[config.mk]
export PLATFORM = sky130hd
export DESIGN_NAME = boruss_control_unit
export DESIGN_NICKNAME = d
export VERILOG_FILES = /design/src/rtl/boruss_pkg.sv /design/src/rtl/boruss_branch_eval.sv /design/src/rtl/boruss_control_unit.sv
export SDC_FILE = /design/constraint.sdc
export NUM_CORES = 1
export LEC_CHECK = 0
export BUFFER_PORTS_ARGS = -buffer_cell sky130_fd_sc_hd__buf_4
export CAP_MARGIN = 5
export CORE_MARGIN = 4
export CORE_UTILIZATION = 31
export CTS_CLUSTER_DIAMETER = 30
export CTS_CLUSTER_SIZE = 24
export DETAILED_ROUTE_END_ITERATION = 16
export GPL_TIMING_DRIVEN = 0
export SYNTH_ARGS = -nofsm -noshare
export SYNTH_HDL_FRONTEND = slang
export SYNTH_SLANG_ARGS = --single-unit
[constraint.sdc]
create_clock -name clk -period 2.1 [get_ports clk]
set_clock_uncertainty 0.15 [all_clocks]
set_input_delay 0.21 -clock clk [delete_from_list [all_inputs] [get_ports clk]]
set_output_delay 0.21 -clock clk [all_outputs]
set_load 0.01 [all_outputs]
[src/rtl/boruss_pkg.sv]
// Shared definitions for the BORUSS control unit: opcodes, FSM states, field positions.
package boruss_pkg;

  localparam int unsigned DATA_W  = 8;
  localparam int unsigned RET_W   = 16;
  localparam int unsigned OPC_MSB = 15;
  localparam int unsigned OPC_LSB = 8;
  localparam int unsigned IMM_MSB = 7;
  localparam int unsigned IMM_LSB = 0;

  localparam logic [7:0] OP_ADD  = 8'h00;
  localparam logic [7:0] OP_SUB  = 8'h01;
  localparam logic [7:0] OP_AND  = 8'h02;
  localparam logic [7:0] OP_OR   = 8'h03;
  localparam logic [7:0] OP_XOR  = 8'h04;
  localparam logic [7:0] OP_NOT  = 8'h05;
  localparam logic [7:0] OP_SHL  = 8'h06;
  localparam logic [7:0] OP_SHR  = 8'h07;
  localparam logic [7:0] OP_JMP  = 8'h08;
  localparam logic [7:0] OP_JZ   = 8'h09;
  localparam logic [7:0] OP_JNZ  = 8'h0A;
  localparam logic [7:0] OP_JC   = 8'h0B;
  localparam logic [7:0] OP_JNC  = 8'h0C;
  localparam logic [7:0] OP_JN   = 8'h0D;
  localparam logic [7:0] OP_JNN  = 8'h0E;
  localparam logic [7:0] OP_CMP  = 8'h0F;
  localparam logic [7:0] OP_LDI  = 8'h10;
  localparam logic [7:0] OP_HALT = 8'hFE;

  typedef enum logic [2:0] {
    ST_IDLE   = 3'd0,
    ST_FETCH  = 3'd1,
    ST_LOAD   = 3'd2,
    ST_EXEC   = 3'd3,
    ST_HALTED = 3'd4
  } state_t;

  // Arithmetic/logic opcodes whose result is written back to acc.
  function automatic logic is_alu_op(input logic [7:0] op);
    return (op >= OP_ADD) && (op <= OP_SHR);
  endfunction

endpackage

[src/rtl/boruss_branch_eval.sv]
// Conditional-jump decision from opcode and the latched Z/C/N flags (combinational).
module boruss_branch_eval
  import boruss_pkg::*;
(
  input  logic [7:0] opcode,
  input  logic       z,
  input  logic       c,
  input  logic       n,
  output logic       take
);

  // Condition select; non-conditional opcodes never take.
  always_comb begin
    take = 1'b0;
    case (opcode)
      OP_JZ:   take = z;
      OP_JNZ:  take = ~z;
      OP_JC:   take = c;
      OP_JNC:  take = ~c;
      OP_JN:   take = n;
      OP_JNN:  take = ~n;
      default: take = 1'b0;
    endcase
  end

endmodule

[src/rtl/boruss_control_unit.sv]
// BORUSS control unit: IDLE/FETCH/LOAD/EXEC/HALTED sequencer driving an external ALU.
// Optional feature: define BORUSS_ILLEGAL_TRAP_EN to halt on illegal opcodes
// (default: illegal opcodes execute as NOP and the program continues).
module boruss_control_unit
  import boruss_pkg::*;
#(
  parameter int unsigned INSTR_W = 16
) (
  input  logic                clk,
  input  logic                rst,
  input  logic                start,
  output logic                busy,
  output logic                halted,
  output logic [DATA_W-1:0]   instr_addr,
  output logic                instr_rd_en,
  input  logic [INSTR_W-1:0]  instr_data,
  output logic [DATA_W-1:0]   alu_operand_a,
  output logic [DATA_W-1:0]   alu_operand_b,
  output logic [DATA_W-1:0]   alu_operation_code,
  input  logic [DATA_W-1:0]   alu_result,
  input  logic                alu_zero_flag,
  input  logic                alu_carry_flag,
  input  logic                alu_negative_flag,
  output logic [DATA_W-1:0]   pc,
  output logic [DATA_W-1:0]   acc,
  output logic                flag_z,
  output logic                flag_c,
  output logic                flag_n,
  output logic                illegal_op,
  output logic [RET_W-1:0]    retired_count
);

  state_t               r_state,   w_state_nxt;
  logic [DATA_W-1:0]    r_pc,      w_pc_nxt;
  logic [DATA_W-1:0]    r_acc,     w_acc_nxt;
  logic [INSTR_W-1:0]   r_ir,      w_ir_nxt;
  logic                 r_z,       w_z_nxt;
  logic                 r_c,       w_c_nxt;
  logic                 r_n,       w_n_nxt;
  logic                 r_illegal, w_illegal_nxt;
  logic [RET_W-1:0]     r_retired, w_retired_nxt;
  logic                 r_rd_en,   w_rd_en_nxt;
  logic                 r_busy,    w_busy_nxt;
  logic                 r_halted,  w_halted_nxt;

  logic [7:0]           w_opcode;
  logic [7:0]           w_imm;
  logic [DATA_W-1:0]    w_pc_inc;
  logic                 w_take;

  assign w_opcode = r_ir[OPC_MSB:OPC_LSB];
  assign w_imm    = r_ir[IMM_MSB:IMM_LSB];
  assign w_pc_inc = r_pc + DATA_W'(1);

  boruss_branch_eval u_branch_eval (
    .opcode (w_opcode),
    .z      (r_z),
    .c      (r_c),
    .n      (r_n),
    .take   (w_take)
  );

  // State and datapath registers; reset wins over everything, including start.
  always_ff @(posedge clk) begin
    if (rst) begin
      r_state   <= ST_IDLE;
      r_pc      <= '0;
      r_acc     <= '0;
      r_ir      <= '0;
      r_z       <= 1'b0;
      r_c       <= 1'b0;
      r_n       <= 1'b0;
      r_illegal <= 1'b0;
      r_retired <= '0;
      r_rd_en   <= 1'b0;
      r_busy    <= 1'b0;
      r_halted  <= 1'b0;
    end else begin
      r_state   <= w_state_nxt;
      r_pc      <= w_pc_nxt;
      r_acc     <= w_acc_nxt;
      r_ir      <= w_ir_nxt;
      r_z       <= w_z_nxt;
      r_c       <= w_c_nxt;
      r_n       <= w_n_nxt;
      r_illegal <= w_illegal_nxt;
      r_retired <= w_retired_nxt;
      r_rd_en   <= w_rd_en_nxt;
      r_busy    <= w_busy_nxt;
      r_halted  <= w_halted_nxt;
    end
  end

  // Next-state and commit logic; status outputs are precomputed from the next state.
  always_comb begin
    w_state_nxt   = r_state;
    w_pc_nxt      = r_pc;
    w_acc_nxt     = r_acc;
    w_ir_nxt      = r_ir;
    w_z_nxt       = r_z;
    w_c_nxt       = r_c;
    w_n_nxt       = r_n;
    w_illegal_nxt = 1'b0;
    w_retired_nxt = r_retired;

    case (r_state)
      ST_IDLE: begin
        if (start) w_state_nxt = ST_FETCH;
      end
      ST_FETCH: begin
        w_state_nxt = ST_LOAD;
      end
      ST_LOAD: begin
        w_ir_nxt    = instr_data;
        w_state_nxt = ST_EXEC;
      end
      ST_EXEC: begin
        w_retired_nxt = r_retired + RET_W'(1);
        w_state_nxt   = ST_FETCH;
        if (is_alu_op(w_opcode)) begin
          w_acc_nxt = alu_result;
          w_z_nxt   = alu_zero_flag;
          w_c_nxt   = alu_carry_flag;
          w_n_nxt   = alu_negative_flag;
          w_pc_nxt  = w_pc_inc;
        end else begin
          case (w_opcode)
            OP_CMP: begin
              w_z_nxt  = alu_zero_flag;
              w_c_nxt  = alu_carry_flag;
              w_n_nxt  = alu_negative_flag;
              w_pc_nxt = w_pc_inc;
            end
            OP_JMP: w_pc_nxt = alu_result;
            OP_JZ, OP_JNZ, OP_JC, OP_JNC, OP_JN, OP_JNN:
              w_pc_nxt = w_take ? w_imm : w_pc_inc;
            OP_LDI: begin
              w_acc_nxt = w_imm;
              w_pc_nxt  = w_pc_inc;
            end
            OP_HALT: w_state_nxt = ST_HALTED;
            default: begin
              w_illegal_nxt = 1'b1;
`ifdef BORUSS_ILLEGAL_TRAP_EN
              w_state_nxt   = ST_HALTED;
`else
              w_pc_nxt      = w_pc_inc;
`endif
            end
          endcase
        end
      end
      ST_HALTED: begin
        w_state_nxt = ST_HALTED;
      end
      default: begin
        w_state_nxt = ST_IDLE;
      end
    endcase

    w_rd_en_nxt  = (w_state_nxt == ST_FETCH);
    w_busy_nxt   = (w_state_nxt != ST_IDLE) && (w_state_nxt != ST_HALTED);
    w_halted_nxt = (w_state_nxt == ST_HALTED);
  end

  // Output wiring; ALU operands follow acc and IR continuously.
  assign busy               = r_busy;
  assign halted             = r_halted;
  assign instr_addr         = r_pc;
  assign instr_rd_en        = r_rd_en;
  assign alu_operand_a      = r_acc;
  assign alu_operand_b      = w_imm;
  assign alu_operation_code = w_opcode;
  assign pc                 = r_pc;
  assign acc                = r_acc;
  assign flag_z             = r_z;
  assign flag_c             = r_c;
  assign flag_n             = r_n;
  assign illegal_op         = r_illegal;
  assign retired_count      = r_retired;

endmodule
==> flow_summary.toml, run 1 <==
[worst_setup_path]
worstReg2RegStart = "r_ir[14]"
worstPathRequired_ps = 2160
crit_path_start_kind = "flop"
max_stage_delay_ps = 360
r2r_setup_slack_ps = 40
cp.arrival_ps = 2120
critical_path.max_fanout = 5
worstRegToRegCells = 6
cp_slowest_cell = "nor3_1"
reg2reg_to = "instr_addr[2]"
cp_cell_sequence = "nor3_1 > nand3b_1 > nor2b_1 > o2111ai_1 > a31oi_1 > o32ai_1"
end_kind = "flop"
crit_type = "reg2reg"

[floorplan]
rows = 34
die_area_mm2 = 0.0109
die_w_um = 105
ioPinCount = 101
core_area_mm2 = 0.00889
initial_core_util_pct = 32.5
die_h_um = 105

[synth]
yosys.area.top_type = "dfxtp_1"
synthMostInstantiatedCell = "dfxtp_1"
avgSynthCellArea_um2 = 8.58
ys_seq_area_share_pct = 40.2
ys_ff_latch = 58
syn_nets = 369
syn_inst = 337
ys.flop_type = "dfxtp_1"
synth_area_mm2 = 0.00289
synth_edf_count = 0
netlist.area_leader.share_pct = 40.2
ys_types = 47
ys_top_cells_by_count = "dfxtp_1 (58), nand2_1 (46), nor2_1 (41)"
yosysWarnings = 0
async_flop_share_pct = 0
synthTopCellsByArea = "dfxtp_1 (40%), nand2_1 (6.0%), a21oi_1 (5.7%)"

[routing]
dr_total_vias = 2883
routedWlPerCell_um = 14.7
wirelength_um = 8640
drt_iter0_markers = 128
via_per_inst = 4.91
drtAntennaViolNets = 0
drt_drc_violations_left = 0
firstDrtPassIters = 6

[layout]
area_delta_synth_final_pct = 49.9
final_area_mm2 = 0.00433
fin_nets = 506
drive_gt1_share_pct = 37.0
fin_util_pct = 48.7
final_cells = 587
diodes = 0

[job]
drv_cap = 0

[cts]
cts-root-buf = "clkbuf_8"
insertion_delay_ps = 340
cts_max_level = 3
clk_pin_slew_ps = 70
clock-sinks = 58
cts_buffer_depth = 2
cts_tree = "yes"
numCtsBuffers = 9

[grt]
antenna_found_initial = 0
grt_pass1_vias = 2886
grt_pass1_wl_um = 14400
grt_max_degree = 11
grt_use_met2_pct = 27.0
grt_busiest_layer = "met2"
grt-ovfl-total = 0
use_met3_pct = 3.95
grt_usage_pct = 16.0
use_met1_pct = 19.6

[sta]
tightest_slew_ps = 627
relSlewSlack_pct = 58.0
finalSetupViolCount = 0
hold_violations = 0
fmax_ghz = 0.486
period_minus_slack_ps = 2060
drv_slew = 0
fin_crit_sh_pct = 98.0
rsz0062_at_grt = "true"
setup_ws_ps = 41.5
timing.hold.ws_ps = 29.2

[min_path]
whs_path_depth = 3
min_path_type = "in2reg"
min_to = "busy"
worstHoldStart = "start"

[place]
dp_hpwl_um = 6320
gp_congestion = 0.814
dp.cells = 545
io_buffers = 100
dp_slack_ps = -164
place_area_mm2 = 0.00378

[power_and_ir_drop]
vdd_drop_max_v = 0.000307
power_density_mw_per_mm2 = 704
p_leak_nw = 1.80

[outcome]
status = "complete, no violations"
-- cell type report --
cell class | instances | area [um^2]
multi-input cells | 238 | 1550
inverters | 8 | 30.0
repair buffers | 126 | 997
clock buffers | 12 | 165
clock inverters | 4 | 72.6
fillers | 851 | 4560
plain buffers | 33 | 216
flip-flops and latches | 58 | 1160
well taps | 108 | 135
-- per-layer routing --
layer | wire length (um) | vias up
met5 | 0 | -
met4 | 137 | 0
met3 | 480 | 15
met2 | 4270 | 87
met1 | 3750 | 1347
li1 | - | 1434
-- report_power, final --
group | internal (mW) | switching, mW | total [mW]
registers | 1.15 | 0.0550 | 1.21
logic | 0.317 | 0.296 | 0.612
clock network | 0.763 | 0.467 | 1.23
-- cells by family (layout without fill, tap and decap cells) --
logic type | Yosys count | in the layout | synth area share [%]
AND/OR/NAND/NOR | 134 | 134 | 21.6
AO/OA/AOI/OAI | 66 | 66 | 16.8
flip-flops | 58 | 58 | 40.2
buffers and inverters | 41 | 183 | 8.53
XOR/XNOR | 19 | 19 | 5.76
multiplexers | 17 | 17 | 6.28
adder cells (fa/ha/maj) | 2 | 2 | 0.866
-- layout by cell type, fill, tap and decap left out, types with 4 or more instances in the layout --
master         count
a211oi_1           9
a21oi_1           28
a21oi_2            5
a221o_1            4
buf_4            124
buf_6              4
clkbuf_1          10
clkbuf_8          12
dfxtp_1           55
dlygate4sd3_1     19
inv_1              7
mux2_4             4
mux2i_1           11
nand2_1           46
nand3_1            7
nand4_1            5
nor2_1            38
nor3_1             9
o21ai_0            4
or3_1              5
xnor2_1           12
xor2_1             7
-- timing repair --
item / CTS / global route
gates resized for setup: 7 / 14
setup buffers: 4 / 3
hold buffers: 19 / 0
hold endpoints to repair: 19 / 0
pin swaps: 3 / 6
setup endpoints to repair: 15 / 18
-- worst max-delay path: cells and delay by family (launching register included) --
family | cells | cell delay (ps)
simple gates | 3 | 790
compound gates | 3 | 640
flops | 1 | 350
-- stage by stage --
| stage | TNS, ps | power [mW] |
|---|---|---|
| final | 0 | 3.05 |
| after global routing | -172 | 3.17 |
| after CTS | 0 | 3.06 |
| after detailed placement | -626 | 1.77 |
| after global placement | -408 | 1.76 |
| after floorplan | 0 | 1.55 |
-- sequential cells by signal (all words and copies together), names as in the netlist --
| signal | count |
|---|---|
| retired_count | 16 |
| flag_z | 1 |
| r_ir | 16 |
| flag_n | 1 |
| busy | 1 |
| halted | 1 |
| r_state | 3 |
| flag_c | 1 |
| illegal_op | 1 |
| acc | 8 |
| instr_rd_en | 1 |
| instr_addr | 8 |
-- worst max-delay path by stage --
stage                  start  slack [ps]            end
detailed placement  r_ir[10]        -160  instr_addr[0]
CTS                 r_ir[10]         0.9  instr_addr[5]
finish              r_ir[14]          40  instr_addr[2]
global placement    r_ir[10]        -140  instr_addr[0]
global route        r_ir[10]         -90  instr_addr[0]
floorplan           r_ir[10]           6  instr_addr[0]
Note: power is estimated with default switching activity, not from simulation.
==> inputs of run 2 (changes only) <==
Settings changed: ABC_AREA set to 1.
==> flow_summary.toml, run 2 <==
[synth]
synthMostInstantiatedCell = "nand2_1"
syn_inst = 446
synth_edf_count = 0
yosys.area.top_type = "dfxtp_1"
synth_top_family_by_area = "simple AND/OR/NAND/NOR gates"
synth_xor_area_share_pct = 1.41
synth_mux_area_share_pct = 0
ys_types = 36
async_flop_share_pct = 0
netlist.area_leader.share_pct = 37.4
ys_ff_latch = 58
syn_nets = 478
ys_seq_area_share_pct = 37.4
ys.flop_type = "dfxtp_1"
synthTopCellsByArea = "dfxtp_1 (37%), nand2_1 (10%), a21oi_1 (6.1%)"
synth-compound-area-share_pct = 16.3
yosysWarnings = 0
synth-simple-area-share_pct = 31.2
avgSynthCellArea_um2 = 6.97
synth-adder-area-share_pct = 0.805
synth_area_mm2 = 0.00311
ys_top_cells_by_count = "nand2_1 (84), dfxtp_1 (58), inv_1 (49), nor2_1 (49), a21oi_1 (38)"

[cts]
clock-sinks = 58
cts_tree = "yes"
cts_buffer_depth = 2
clk_pin_slew_ps = 70
insertion_delay_ps = 340
cts-root-buf = "clkbuf_8"
numCtsBuffers = 9
cts_setup_buffers = 0
cts_max_level = 3

[power_and_ir_drop]
p_clk_share_pct = 39.8
intPower_mw = 2.10
p_sw_mw = 0.860
pwr-share-comb_pct = 19.1
p_leak_nw = 1.93
seqPwrFrac_pct = 41.1
vdd_drop_max_v = 0.000295
power_density_mw_per_mm2 = 680
switching_share_pct = 29.0

[floorplan]
core_area_mm2 = 0.00977
ioPinCount = 101
initial_core_util_pct = 31.8
rows = 36
die_w_um = 108
die_area_mm2 = 0.0117
die_h_um = 108

[layout]
drive_gt1_share_pct = 30.1
area_delta_synth_final_pct = 40.1
final_common_cell = "buf_4"
mostFrequentLayoutCells = "buf_4 (116), nand2_1 (84), dfxtp_1 (58)"
fin_util_pct = 44.5
fin_nets = 599
diodes = 0

[routing]
via_per_inst = 4.59
drt_iter0_markers = 130
routedWlPerCell_um = 12.4
firstDrtPassIters = 4
dr_total_vias = 3235
wirelength_um = 8730
drtAntennaViolNets = 0
drt_drc_violations_left = 0

[worst_setup_path]
cp.arrival_ps = 1980
critPathLaunch = "r_ir[12]"
crit_path_start_kind = "flop"
critical_path.max_fanout = 8
worstPathRequired_ps = 2190
end_kind = "flop"
crit_type = "reg2reg"
worstReg2RegStart = "r_ir[12]"

[grt]
antenna_found_initial = 0
grt_usage_pct = 15.4
grt_pass1_vias = 3141
grt_max_degree = 12
grt-ovfl-total = 0
grt_pass1_wl_um = 14500

[min_path]
min_path_type = "in2reg"
worstHoldStart = "alu_negative_flag"

[sta]
relSlewSlack_pct = 63.8
rsz0062_at_grt = "false"
fin_tns_setup_ps = 0
fin_crit_sh_pct = 90.3
finalSetupViolCount = 0
hold_violations = 0
period_minus_slack_ps = 1900
tightest_slew_ps = 540
fmax_ghz = 0.528
drv_slew = 0

[place]
gp_congestion = 0.844
dp_hpwl_um = 6870
io_buffers = 100

[outcome]
status = "complete, no violations"

[job]
drv_cap = 0
run 2: cell count changes after synthesis, moves of 8 or more:
cell      previous run  this run
nand2_2              1         9
nor2_1              41        49
a211oi_1             9         0
nand2_1             46        84
xnor2_1             12         1
o21ai_1              1        12
nand3_1              7        34
a31oi_1              1         9
mux2i_1             11         0
o21ai_0              4        27
nor2_4               0         9
inv_1                7        49
run 2: worst paths after layout:
path / endpoint / slack, ps / depth (start not counted)
worst max-delay path: instr_addr[7] / 200 / 11
worst min-delay path: flag_n / 6 / 3
worst max register to register: instr_addr[7] / 200 / 11
worst min register to register: retired_count[15] / 330 / 2
run 2: layout make-up:
type | count | area, um^2
fillers | 1031 | 5420
multi-input cells | 303 | 1550
flip-flops and latches | 58 | 1160
repair buffers | 110 | 851
inverters | 58 | 223
plain buffers | 27 | 178
well taps | 133 | 166
clock buffers | 10 | 138
clock inverters | 6 | 90.1
run 2: routing by layer:
metal  vias to the layer above  track usage [%]  part of all wire (%)
li1                       1665                -                     -
met1                      1445             18.8                    44
met2                       106             26.3                    47
met3                        19             3.94                   7.4
met4                         0             5.32                   1.9
met5                         -                0                     0
run 2: repair_timing:
action | 4_1_cts | 5_1_grt
hold endpoints to repair | 10 | 0
gates resized for setup | 0 | 0
hold buffers | 10 | 0
run 2: kinds of logic (layout without fill, tap and decap cells):
kind of cell               Yosys count  in the layout
DFF                                 58             58
AOI/OAI and AO/OA                   91             91
and+or+nand+nor                    205            205
buffers and inverters               85            211
xor gates and xnor gates             5              5
adders and majority gates            2              2
run 2: power groups by stage:
stage	logic [mW]	clock network (mW)	registers [mW]
after detailed placement	0.554	0	1.24
final	0.566	1.18	1.22
after floorplan	0.309	0	1.25
after global routing	0.629	1.26	1.23
after CTS	0.571	1.20	1.22
after global placement	0.546	0	1.24
run 2: critical path: stages, from the launching register on:
cell     delay [ps]
dfxtp_1         410
inv_1           110
nand2_2         160
nor2_1           80
nand3_1          70
nand2_1         100
nor2_2          280
nand3_1         120
nand3_1         100
nand3_1         100
nand2_1          80
inv_1            30
run 2: metrics by stage:
step | worst slack (ps) | instances | power [mW] | area (um^2) | hold WS, ps
4_1_cts | 217 | 705 | 2.99 | 4350 | 0.612
3_5_place_dp | 245 | 679 | 1.80 | 4030 | 324
6_report | 205 | 705 | 2.96 | 4350 | 6.35
2_1_floorplan | 377 | 446 | 1.56 | 3110 | 221
3_3_place_gp | 256 | 679 | 1.79 | 4030 | 318
5_1_grt | 37.5 | 705 | 3.11 | 4350 | 9.18
